$ cat config.mk
export PLATFORM = sky130hd
export DESIGN_NAME = ahb_slave_controller_flat
export DESIGN_NICKNAME = d
export VERILOG_FILES = /design/src/rtl/ahb_slave_controller_if.sv /design/src/rtl/ahb_slave_controller.sv /design/src/flat_wrapper.sv
export SDC_FILE = /design/constraint.sdc
export NUM_CORES = 1
export LEC_CHECK = 0
export CAP_MARGIN = 20
export CORE_UTILIZATION = 28
export DETAILED_ROUTE_END_ITERATION = 8
export PLACE_DENSITY_LB_ADDON = 0.12
export SLEW_MARGIN = 20
export SYNTH_ARGS = -nofsm -noshare
export SYNTH_HDL_FRONTEND = slang
export SYNTH_SLANG_ARGS = --single-unit
export TNS_END_PERCENT = 30
$ cat constraint.sdc
create_clock -name HCLK -period 2.62 [get_ports HCLK]
set_clock_uncertainty 0.1 [all_clocks]
set_input_delay 0.393 -clock HCLK [delete_from_list [all_inputs] [get_ports HCLK]]
set_output_delay 0.393 -clock HCLK [all_outputs]
set_load 0.03 [all_outputs]
$ cat src/rtl/ahb_slave_controller_if.sv
// AHB data-phase signals between the bus fabric and the AES slave controller.
// Handshake: a transfer completes on a rising edge where HREADY=1 and the slave drove HREADYOUT=1;
// the address phase (opcode/haddr_word) is accepted on that same edge, HWDATA/HRDATA belong to the data phase.
interface ahb_slave_controller_if;
    logic        HREADY;
    logic [3:0]  opcode;
    logic [1:0]  haddr_word;
    logic [31:0] HWDATA;
    logic        HREADYOUT;
    logic        HRESP;
    logic [31:0] HRDATA;

    modport slave (
        input  HREADY, opcode, haddr_word, HWDATA,
        output HREADYOUT, HRESP, HRDATA
    );

    modport master (
        output HREADY, opcode, haddr_word, HWDATA,
        input  HREADYOUT, HRESP, HRDATA
    );
endinterface

$ cat src/rtl/ahb_slave_controller.sv
// Data-phase sequencer for the AES accelerator AHB slave: registers the decoded opcode,
// drives FIFO/key/start strobes, inserts wait states while FIFOs block and times out to ERROR.
module ahb_slave_controller #(
    parameter int WAIT_MAX = 16
) (
    input  logic                 HCLK,
    input  logic                 HRESET,
    ahb_slave_controller_if.slave bus,
    input  logic                 rcv_fifo_full,
    input  logic                 rcv_fifo_empty,
    input  logic                 tx_fifo_empty,
    input  logic [31:0]          tx_rdata,
    input  logic                 core_busy,
    input  logic [7:0]           status,
    output logic                 rcv_push,
    output logic [31:0]          rcv_wdata,
    output logic                 tx_pop,
    output logic                 key_we,
    output logic [1:0]           key_idx,
    output logic [31:0]          key_wdata,
    output logic                 key_done,
    output logic                 enc_start,
    output logic                 dec_start,
    output logic [1:0]           state_dbg
);
    localparam logic [3:0] OP_NOP      = 4'd0;
    localparam logic [3:0] OP_OUT      = 4'd1;
    localparam logic [3:0] OP_IN       = 4'd2;
    localparam logic [3:0] OP_KEY      = 4'd3;
    localparam logic [3:0] OP_LAST_KEY = 4'd4;
    localparam logic [3:0] OP_STATUS   = 4'd5;
    localparam logic [3:0] OP_ENC      = 4'd6;
    localparam logic [3:0] OP_DEC      = 4'd7;
    localparam logic [3:0] OP_OUT_BUSY = 4'd10;
    localparam logic [3:0] OP_IN_BUSY  = 4'd11;
    localparam logic [3:0] OP_KEY_BUSY = 4'd12;

    localparam int         CW       = $clog2(WAIT_MAX + 1);
    localparam logic [CW-1:0] CNT_LAST = CW'(WAIT_MAX - 1);

    typedef enum logic [1:0] {S_DATA, S_STALL, S_ERR1, S_ERR2} state_t;

    state_t        state_q, state_d;
    logic [3:0]    op_q, op_d;
    logic [1:0]    idx_q, idx_d;
    logic [CW-1:0] wait_cnt, wait_cnt_d;
    logic          stall_clear;

    always_ff @(posedge HCLK) begin
        if (HRESET) begin
            state_q  <= S_DATA;
            op_q     <= OP_NOP;
            idx_q    <= 2'd0;
            wait_cnt <= '0;
        end else begin
            state_q  <= state_d;
            op_q     <= op_d;
            idx_q    <= idx_d;
            wait_cnt <= wait_cnt_d;
        end
    end

    always_comb begin
        state_d     = state_q;
        op_d        = op_q;
        idx_d       = idx_q;
        wait_cnt_d  = wait_cnt;
        stall_clear = 1'b0;
        case (state_q)
            S_DATA, S_ERR2: begin
                // Both states drive HREADYOUT=1, so the next address phase is taken here.
                if (bus.HREADY) begin
                    op_d       = bus.opcode;
                    idx_d      = bus.haddr_word;
                    wait_cnt_d = '0;
                    case (bus.opcode)
                        OP_ENC, OP_DEC:                       state_d = core_busy ? S_ERR1 : S_DATA;
                        OP_OUT_BUSY, OP_IN_BUSY, OP_KEY_BUSY: state_d = S_STALL;
                        4'd9, 4'd13, 4'd14, 4'd15:            state_d = S_ERR1;
                        default:                              state_d = S_DATA;
                    endcase
                end
            end
            S_STALL: begin
                case (op_q)
                    OP_IN_BUSY:  stall_clear = !rcv_fifo_full;
                    OP_OUT_BUSY: stall_clear = !tx_fifo_empty;
                    OP_KEY_BUSY: stall_clear = rcv_fifo_empty;
                    default:     stall_clear = 1'b0;
                endcase
                // A clearing FIFO beats the timeout landing on the same cycle.
                if (stall_clear) begin
                    state_d = S_DATA;
                    case (op_q)
                        OP_IN_BUSY:  op_d = OP_IN;
                        OP_OUT_BUSY: op_d = OP_OUT;
                        default:     op_d = OP_KEY;
                    endcase
                end else begin
                    wait_cnt_d = wait_cnt + CW'(1);
                    if (wait_cnt == CNT_LAST) state_d = S_ERR1;
                end
            end
            S_ERR1:  state_d = S_ERR2;
            default: state_d = S_DATA;
        endcase
    end

    always_comb begin
        bus.HREADYOUT = 1'b1;
        bus.HRESP     = 1'b0;
        bus.HRDATA    = 32'd0;
        rcv_push      = 1'b0;
        tx_pop        = 1'b0;
        key_we        = 1'b0;
        key_done      = 1'b0;
        enc_start     = 1'b0;
        dec_start     = 1'b0;
        case (state_q)
            S_DATA: begin
                case (op_q)
                    OP_IN:  rcv_push = 1'b1;
                    OP_OUT: begin
                        tx_pop     = 1'b1;
                        bus.HRDATA = tx_rdata;
                    end
                    OP_KEY: key_we = 1'b1;
                    OP_LAST_KEY: begin
                        key_we   = 1'b1;
                        key_done = 1'b1;
                    end
                    OP_STATUS: bus.HRDATA = {24'd0, status};
                    OP_ENC:    enc_start  = 1'b1;
                    OP_DEC:    dec_start  = 1'b1;
                    default:   ;
                endcase
            end
            S_STALL: bus.HREADYOUT = 1'b0;
            S_ERR1: begin
                bus.HREADYOUT = 1'b0;
                bus.HRESP     = 1'b1;
            end
            default: bus.HRESP = 1'b1;
        endcase
    end

    assign rcv_wdata = bus.HWDATA;
    assign key_wdata = bus.HWDATA;
    assign key_idx   = idx_q;
    assign state_dbg = state_q;
endmodule

$ cat src/flat_wrapper.sv
// flat-port wrapper written by rule: the top's interface ports become plain ports
module ahb_slave_controller_flat 
#(
    parameter int WAIT_MAX = 16
)
  (HCLK, HRESET, rcv_fifo_full, rcv_fifo_empty, tx_fifo_empty, tx_rdata, core_busy, status, rcv_push, rcv_wdata, tx_pop, key_we, key_idx, key_wdata, key_done, enc_start, dec_start, state_dbg, bus_HREADY, bus_opcode, bus_haddr_word, bus_HWDATA, bus_HREADYOUT, bus_HRESP, bus_HRDATA);
  ahb_slave_controller_if bus_i ();
  input  logic HCLK;
  input  logic HRESET;
  input  logic rcv_fifo_full;
  input  logic rcv_fifo_empty;
  input  logic tx_fifo_empty;
  input  logic [31:0] tx_rdata;
  input  logic core_busy;
  input  logic [7:0] status;
  output logic rcv_push;
  output logic [31:0] rcv_wdata;
  output logic tx_pop;
  output logic key_we;
  output logic [1:0] key_idx;
  output logic [31:0] key_wdata;
  output logic key_done;
  output logic enc_start;
  output logic dec_start;
  output logic [1:0] state_dbg;
  input wire logic [$bits(bus_i.HREADY)-1:0] bus_HREADY;
  input wire logic [$bits(bus_i.opcode)-1:0] bus_opcode;
  input wire logic [$bits(bus_i.haddr_word)-1:0] bus_haddr_word;
  input wire logic [$bits(bus_i.HWDATA)-1:0] bus_HWDATA;
  output wire logic [$bits(bus_i.HREADYOUT)-1:0] bus_HREADYOUT;
  output wire logic [$bits(bus_i.HRESP)-1:0] bus_HRESP;
  output wire logic [$bits(bus_i.HRDATA)-1:0] bus_HRDATA;
  assign bus_i.HREADY = bus_HREADY;
  assign bus_i.opcode = bus_opcode;
  assign bus_i.haddr_word = bus_haddr_word;
  assign bus_i.HWDATA = bus_HWDATA;
  assign bus_HREADYOUT = bus_i.HREADYOUT;
  assign bus_HRESP = bus_i.HRESP;
  assign bus_HRDATA = bus_i.HRDATA;
  ahb_slave_controller #(.WAIT_MAX(WAIT_MAX)) u_core (.HCLK(HCLK), .HRESET(HRESET), .bus(bus_i), .rcv_fifo_full(rcv_fifo_full), .rcv_fifo_empty(rcv_fifo_empty), .tx_fifo_empty(tx_fifo_empty), .tx_rdata(tx_rdata), .core_busy(core_busy), .status(status), .rcv_push(rcv_push), .rcv_wdata(rcv_wdata), .tx_pop(tx_pop), .key_we(key_we), .key_idx(key_idx), .key_wdata(key_wdata), .key_done(key_done), .enc_start(enc_start), .dec_start(dec_start), .state_dbg(state_dbg));
endmodule
=== Word level (Yosys, flattened, before mapping) ===
Cells that the tools add are included.

* Register bits: 13
* Word-level logic and storage cells: 78

* Equal/unequal tests: 27
* Add/subtract/negate cells: 1
* Reduce and logical (&&, ||, !) cells: 15
* Muxes and demuxes: 31

{| class="wikitable"
|+ Operators with widths
! operator !! count
|-
| 32-bit one-hot mux with 2 select lines || 1
|-
| 4-bit equality test, second input constant || 10
|-
| 32-bit two-way mux || 1
|-
| 4-bit by 3-bit equality test with 1-bit output, second input constant || 6
|-
| 1-bit two-way mux || 15
|-
| 2-bit one-hot mux with 3 select lines || 2
|-
| 5-bit two-way mux || 2
|-
| 5-bit one-hot mux with 2 select lines || 1
|-
| 2-bit OR reduction || 5
|-
| 4-bit by 2-bit equality test with 1-bit output, second input constant || 2
|-
| 2-bit two-way mux || 4
|-
| 4-bit two-way mux || 2
|-
| 4-bit one-hot mux with 2 select lines || 1
|-
| 2-bit inequality test, second input constant || 3
|-
| 3-bit AND reduction || 2
|-
| 5-bit by 1-bit adder with 5-bit output, second input constant || 1
|-
| 5-bit by 4-bit equality test with 1-bit output, second input constant || 1
|-
| 2-bit equality test, second input constant || 2
|-
| 4-bit by 1-bit equality test with 1-bit output, second input constant || 1
|-
| 2-bit one-hot mux with 2 select lines || 1
|-
| 2-bit AND reduction || 2
|-
| 4-bit OR reduction || 1
|-
| 3-bit by 2-bit inequality test with 1-bit output, second input constant || 1
|-
| 1-bit one-hot mux with 3 select lines || 1
|-
| 5 further kinds || 6
|}

=== Longest topological paths before layout ===
Gate-level depths: netlist of the first run.

* Depth in word-level cells: 5
* Mapped depth: 7
* Gate-level depth less buffers: 6

=== Least setup slack after synthesis of the first run ===
No wires, ideal clock.

* Path kind: register -> output
* From: register u_core.state_q[1] (netlist: u_core.state_dbg[1])
* To: output bus_HRDATA[22]
* Stages on the path, launching flop included: 7
* Path buffers: 1
* Setup slack: 33 ps
* Arrival: 2094 ps
* Path through: dfxtp_1 -> inv_1 -> ha_1 -> and2b_2 -> nor4b_2 -> clkbuf_1 -> and2_1

* Cells in the longest elaborated chain, start to end: 2

{| class="wikitable"
|+ Ends and longest elaborated chain
! item !! RTL line !! RTL
|-
| start: declaration || ahb_slave_controller.sv:43 || <nowiki>state_t state_q, state_d;</nowiki>
|-
| start signal: assignment || ahb_slave_controller.sv:56 || <nowiki>state_q <= state_d;</nowiki>
|-
| 2-bit logical NOT || ahb_slave_controller.sv:119 || <nowiki>case (state_q)</nowiki>
|-
| 32-bit two-way mux || ahb_slave_controller.sv:119 ||
|-
| end: declaration || flat_wrapper.sv:32 || <nowiki>output wire logic [$bits(bus_i.HRDATA)-1:0] bus_HRDATA;</nowiki>
|}

No other way between the ends.

=== Final worst setup path of the first run ===
* From: register u_core.state_q[0] (netlist: u_core.state_dbg[0])
* To: output bus_HRDATA[4]

Same word-level chain as after synthesis.

==> impl_metrics.toml, run 1 <==
[yosys]
yosysTopAreaCell = "buf_4"
ys_types = 43
synthesis.area_um2 = 1660
synthCells = 219
synth_edf_count = 0
synthFlopType = "dfxtp_1"
yosys-top-cells-count = "buf_4 (64), and2_1 (24), nand2_1 (17), dfxtp_1 (13), inv_1 (9)"
ys_seq_area_share_pct = 15.7
yosysMostFrequentCell = "buf_4"
yosys_warnings = 0
avgSynthCellArea_um2 = 7.56
async_reset_ff_share_pct = 0
synth-seq-cells = 13
synth.top_cells.by_area = "buf_4 (29%), dfxtp_1 (16%), and2_1 (9.1%), a22o_1 (4.2%), nand2_1 (3.9%)"
synth_top_area_share_pct = 29.0
synth_fp_nets = 309

[layout]
fin_area_um2 = 2180
drive_above_1_share_pct = 20.6
areaGrowthSynthToFinish_pct = 31.4
layoutNonFillerInstCount = 320
fin_nets = 339
fillers = 604
num_antenna_cells = 0

[drt]
drtAntennaViolNets = 0
drt-wirelength-per-cell_um = 13.7
drt_pass1_iterations = 4
drt_iter0_drc = 49
route.detailed.drc = 0
vias = 1444
drt-total-wl_um = 4380
vias_per_cell = 4.51

[sta]
fin_crit_sh_pct = 95.5
tightest_slew_ns = 0.657
maxSlewHeadroom_pct = 55.0
period_minus_slack_ns = 2.50
rsz0062_at_grt = "no"
drv_slew = 0
setup_viol = 0
timing_hold_violations_final = 0
fin_tns_setup_ns = 0
max_freq_mhz = 400

[global_route]
grtUsageTotal_pct = 13.2
grt_max_degree = 34
antenna_found_initial = 0
grt_pass1_wl_um = 6580
overflow = 0
grt_pass1_vias = 1328

[place]
hpwl_um = 3560
dp.cells = 316
place.gp.congestion = 0.836
dpl_cell_area_um2 = 2130
io_buffers = 96

[die]
core_area_um2 = 5610
initial_core_util_pct = 29.5
die_y_um = 78.9
fp.dieW_um = 78.9
rows = 27
die-area_um2 = 6220
io_pins = 193

[clock_network]
path_clk_slew_ns = 0.06
root_buffer = "clkbuf_8"
clock_latency_ns = 0.24
cts_repair_resize_count = 0
clockBufferDepth = 2
cts_tree = "built"
numCtsBuffers = 3
clock_sinks = 13
cts.hold.buffers_added = 0
cts_max_level = 1
postCtsSetupRepairBufs = 0

[setup_path]
cp.depth = 7
cp-start-kind = "register"
cpMostUsedCell = "buf_4"
path_cells = "inv_1, ha_1, and2b_2, nor4b_4, buf_4, a22o_1, buf_4"
cp.arrival_ns = 2.01
cp_max_fo = 33
reg2reg_to = "u_core.wait_cnt[4]$_SDFFE_PP0P_"
crit_path_top_delay_cell = "dfxtp_1"
cp_slowest_stage_delay_ns = 0.40
rr_startpoint = "u_core.state_dbg[0]$_SDFFE_PP0P_"
cp-end-kind = "output pin"
worstPathRequired_ns = 2.13
r2r_slack_ns = 0.53
reg2reg_depth = 5
cp_top_family = "buffers and inverters"
path_buf_inv = 3
crit_type = "register to output pin"

[pwr]
ir_worst_vdd_uv = 619
p_clk_share_pct = 12.1
p_switching_uw = 731
p_leak_uw = 0.000899
switching_share_pct = 48.1
p_int_uw = 790
combPwrFrac_pct = 67.9
seqPwrFrac_pct = 20.0
power.density_nw_per_um2 = 699

[worst_hold_path]
hold_class = "register to register"
worst_hold_path.num_cells = 2
hold_start = "u_core.key_idx[1]$_SDFFE_PP0P_"
min_to = "u_core.key_idx[1]$_SDFFE_PP0P_"

[outcome]
status = "complete, no violations"

[run]
maxCapViolCount = 0
worst max-delay path by stage:
stage / from / end / slack, ns
final: u_core.state_dbg[0]$_SDFFE_PP0P_ / bus_HRDATA[4] / 0.12
after floorplan: u_core.state_dbg[1]$_SDFFE_PP0P_ / bus_HRDATA[22] / 0.03
after global routing: u_core.state_dbg[0]$_SDFFE_PP0P_ / bus_HRDATA[4] / 0.002
after detailed placement: u_core.state_dbg[0]$_SDFFE_PP0P_ / bus_HRDATA[7] / 0.36
after global placement: u_core.state_dbg[1]$_SDFFE_PP0P_ / key_done / 0.41
after CTS: u_core.state_dbg[0]$_SDFFE_PP0P_ / bus_HRDATA[7] / 0.10
stage by stage:
step	setup WS [ns]	utilization [%]	hold WS, ns	power [uW]
6_report	0.119	38.8	0.357	1520
5_1_grt	0.00240	38.8	0.398	1630
4_1_cts	0.103	38.8	0.360	1540
3_5_place_dp	0.360	38.0	0.351	1350
3_3_place_gp	0.410	38.0	0.352	1340
2_1_floorplan	0.0327	-	0.362	1140
cell usage in the layout (no fill, tap or decap), types with 2 or more instances in the layout:
cell type,n
o211ai_1,4
clkbuf_8,3
nor2_1,7
a22o_1,8
nor2b_1,2
buf_4,35
inv_1,9
o32ai_1,2
a31oi_1,3
o21a_1,2
o21ai_0,8
and3_1,2
nand3_1,3
a21oi_1,7
nor3_1,4
dfxtp_1,13
or2_2,3
ha_1,5
a21o_1,2
and2_1,24
clkdlybuf4s50_1,62
nand2_1,17
power by group through the flow:
stage	clock network [uW]	logic (uW)	registers (uW)
2_1_floorplan	0	833	304
3_5_place_dp	0	1040	309
5_1_grt	199	1120	312
6_report	184	1030	304
3_3_place_gp	0	1040	306
4_1_cts	190	1040	304
final cells by class:
cell class,count,area (um^2),area share [%]
Clock buffer,4,45.0,2.07
Timing Repair Buffer,98,896,41.2
Tap cell,72,90.1,4.14
Multi-Input combinational cell,124,851,39.1
Inverter,9,33.8,1.55
Sequential cell,13,260,12.0
worst reg2reg max path, stage by stage (launching register included):
cell     delay (ns)
dfxtp_1        0.40
inv_1          0.09
ha_1           0.39
mux2i_1        0.60
a21oi_1        0.18
o32ai_1        0.26
cell families (layout without fill, tap and decap cells):
group,count (synthesis),in the layout,share of synthesized area [%]
compound gates,44,44,20.1
mux,2,2,1.44
flops,13,13,15.7
fa+ha+maj,5,5,3.78
buf+inv,82,111,33.4
simple gates,73,73,25.5
registers in the layout, indices dropped and copies added, names as in the netlist:
name / cells
u_core.state_dbg: 2
u_core.key_idx: 2
u_core.wait_cnt: 5
u_core.op_q: 4
metal layers:
metal	wire length, um	vias up	track usage [%]
met5	0	-	0
met4	46	0	4.55
met3	443	11	4.37
met2	2170	73	22.8
met1	1720	625	15.2
li1	-	735	-
Note: power is estimated with default switching activity, not from simulation.
==> inputs of run 2 (changes only) <==
- GPL_TIMING_DRIVEN: default -> 1
==> results of run 2 <==
Final layout, timing and power as in run 1 (identical DEF).
==> patch (settings of run 2) <==
Put one more register stage on the output `state_dbg`, cleared by the reset. The value now appears one clock later. The other outputs are not delayed to match.
--- a/src/rtl/ahb_slave_controller.sv
+++ b/src/rtl/ahb_slave_controller.sv
@@ -147,6 +147,12 @@
     assign rcv_wdata = bus.HWDATA;
     assign key_wdata = bus.HWDATA;
     assign key_idx   = idx_q;
-    assign state_dbg = state_q;
+    always_ff @(posedge HCLK) begin
+        if (HRESET) begin
+            state_dbg <= '0;
+        end else begin
+            state_dbg <= state_q;
+        end
+    end
 endmodule
 
Check against the original RTL: not equivalent (Yosys sat finds a counterexample within 4 cycles, from zero or initial values and one cycle with HRESET high).
==> patch against run 2 <==
- routed wire length is 11% higher
- register-to-register slack worse by 0.26 ns
- setup slack worse by 0.0096 ns
- final area is 4.8% higher
- critical path depth is 3 lower
- area after synthesis is 1.7% higher
- sequential cell count is 2 higher
- power is 16% lower
- critical path type unchanged
==> patch: results (changes against run 2) <==
| Quantity | This run | Change |
|:---|:---|:---|
| Result of the run | finished clean |  |
| Share of synthesized area occupied by flip-flops and latches | 0.178 | +0.0211 |
| Buffering overhead | 0.429 | +0.0172 |
| Slew @ Worst Pin | 0.562 ns | -0.0950 ns |
| Met2 routing resource usage after global routing | 0.233 | +0.00551 |
| Non-clk invs | 7 | -2 |
| GR Util All Layers | 0.144 | +0.0118 |
| Met3 routed WL | 297 um | -33% |
| NumNets Final | 346 | +2.1% |
| Final std cell area, no fill | 2280 um2 | +4.8% |
| Placed wire-length estimate | 3850 um | +7.9% |
| Cell with the largest stage delay on the worst path | sky130_fd_sc_hd__clkdlybuf4s50_1 |  |
| Multi-input combinational cell count | 126 | +1.6% |
| Count of placed standard cells in the final layout, fillers left out | 326 | +1.9% |
| Syn_nets | 313 | +1.3% |
| Worst slack at placement | 0.137 ns | -0.223 ns |
| Area fraction in compound gates after synthesis | 0.160 | -0.0406 |
| Synth cell count leaders | sky130_fd_sc_hd__buf_4 (65), sky130_fd_sc_hd__and2_1 (24), sky130_fd_sc_hd__dfxtp_1 (15) |  |
| Worst Hold Slack | 0.382 ns | +0.0246 ns |
| Proportion of synthesized area in mux cells | 0.0245 | +0.0102 |
| Switching share of total power | 0.449 | -0.0319 |
| Final Wtd Congestion | 0.825 | -1.3% |
| Minimum setup slack among reg-to-reg paths | 0.27 ns | -0.26 ns |
| Worst setup path endpoint | bus_HRESP |  |
| Share of synthesized cell area in full adder, half adder and majority cells | 0.0446 | +0.00678 |
| R2r endpoint | u_core.wait_cnt[2]$_SDFFE_PP0P_ |  |
==> patch: cell types whose count changed in the layout (fill, tap and decap cells not counted), moves of 3 or more <==
cell / run 2 / this run
sky130_fd_sc_hd__o21ai_0: 8 / 11
sky130_fd_sc_hd__nor3_1: 4 / 1
sky130_fd_sc_hd__nand3_1: 3 / 7
sky130_fd_sc_hd__buf_4: 35 / 13
sky130_fd_sc_hd__nand2_1: 17 / 6
sky130_fd_sc_hd__dlymetal6s2s_1: 1 / 4
sky130_fd_sc_hd__nor2_1: 7 / 13
sky130_fd_sc_hd__nor2b_1: 2 / 5
sky130_fd_sc_hd__dlygate4sd2_1: 0 / 24
==> patch: timing repair <==
action                                  in CTS  in global routing
endpoints found under the setup margin      32                  4
pin swaps                                    0                  0
buffers inserted                             0                  0
hold buffers                                 0                  0
gates resized for setup                     25                  4
cloned                                       0                  0
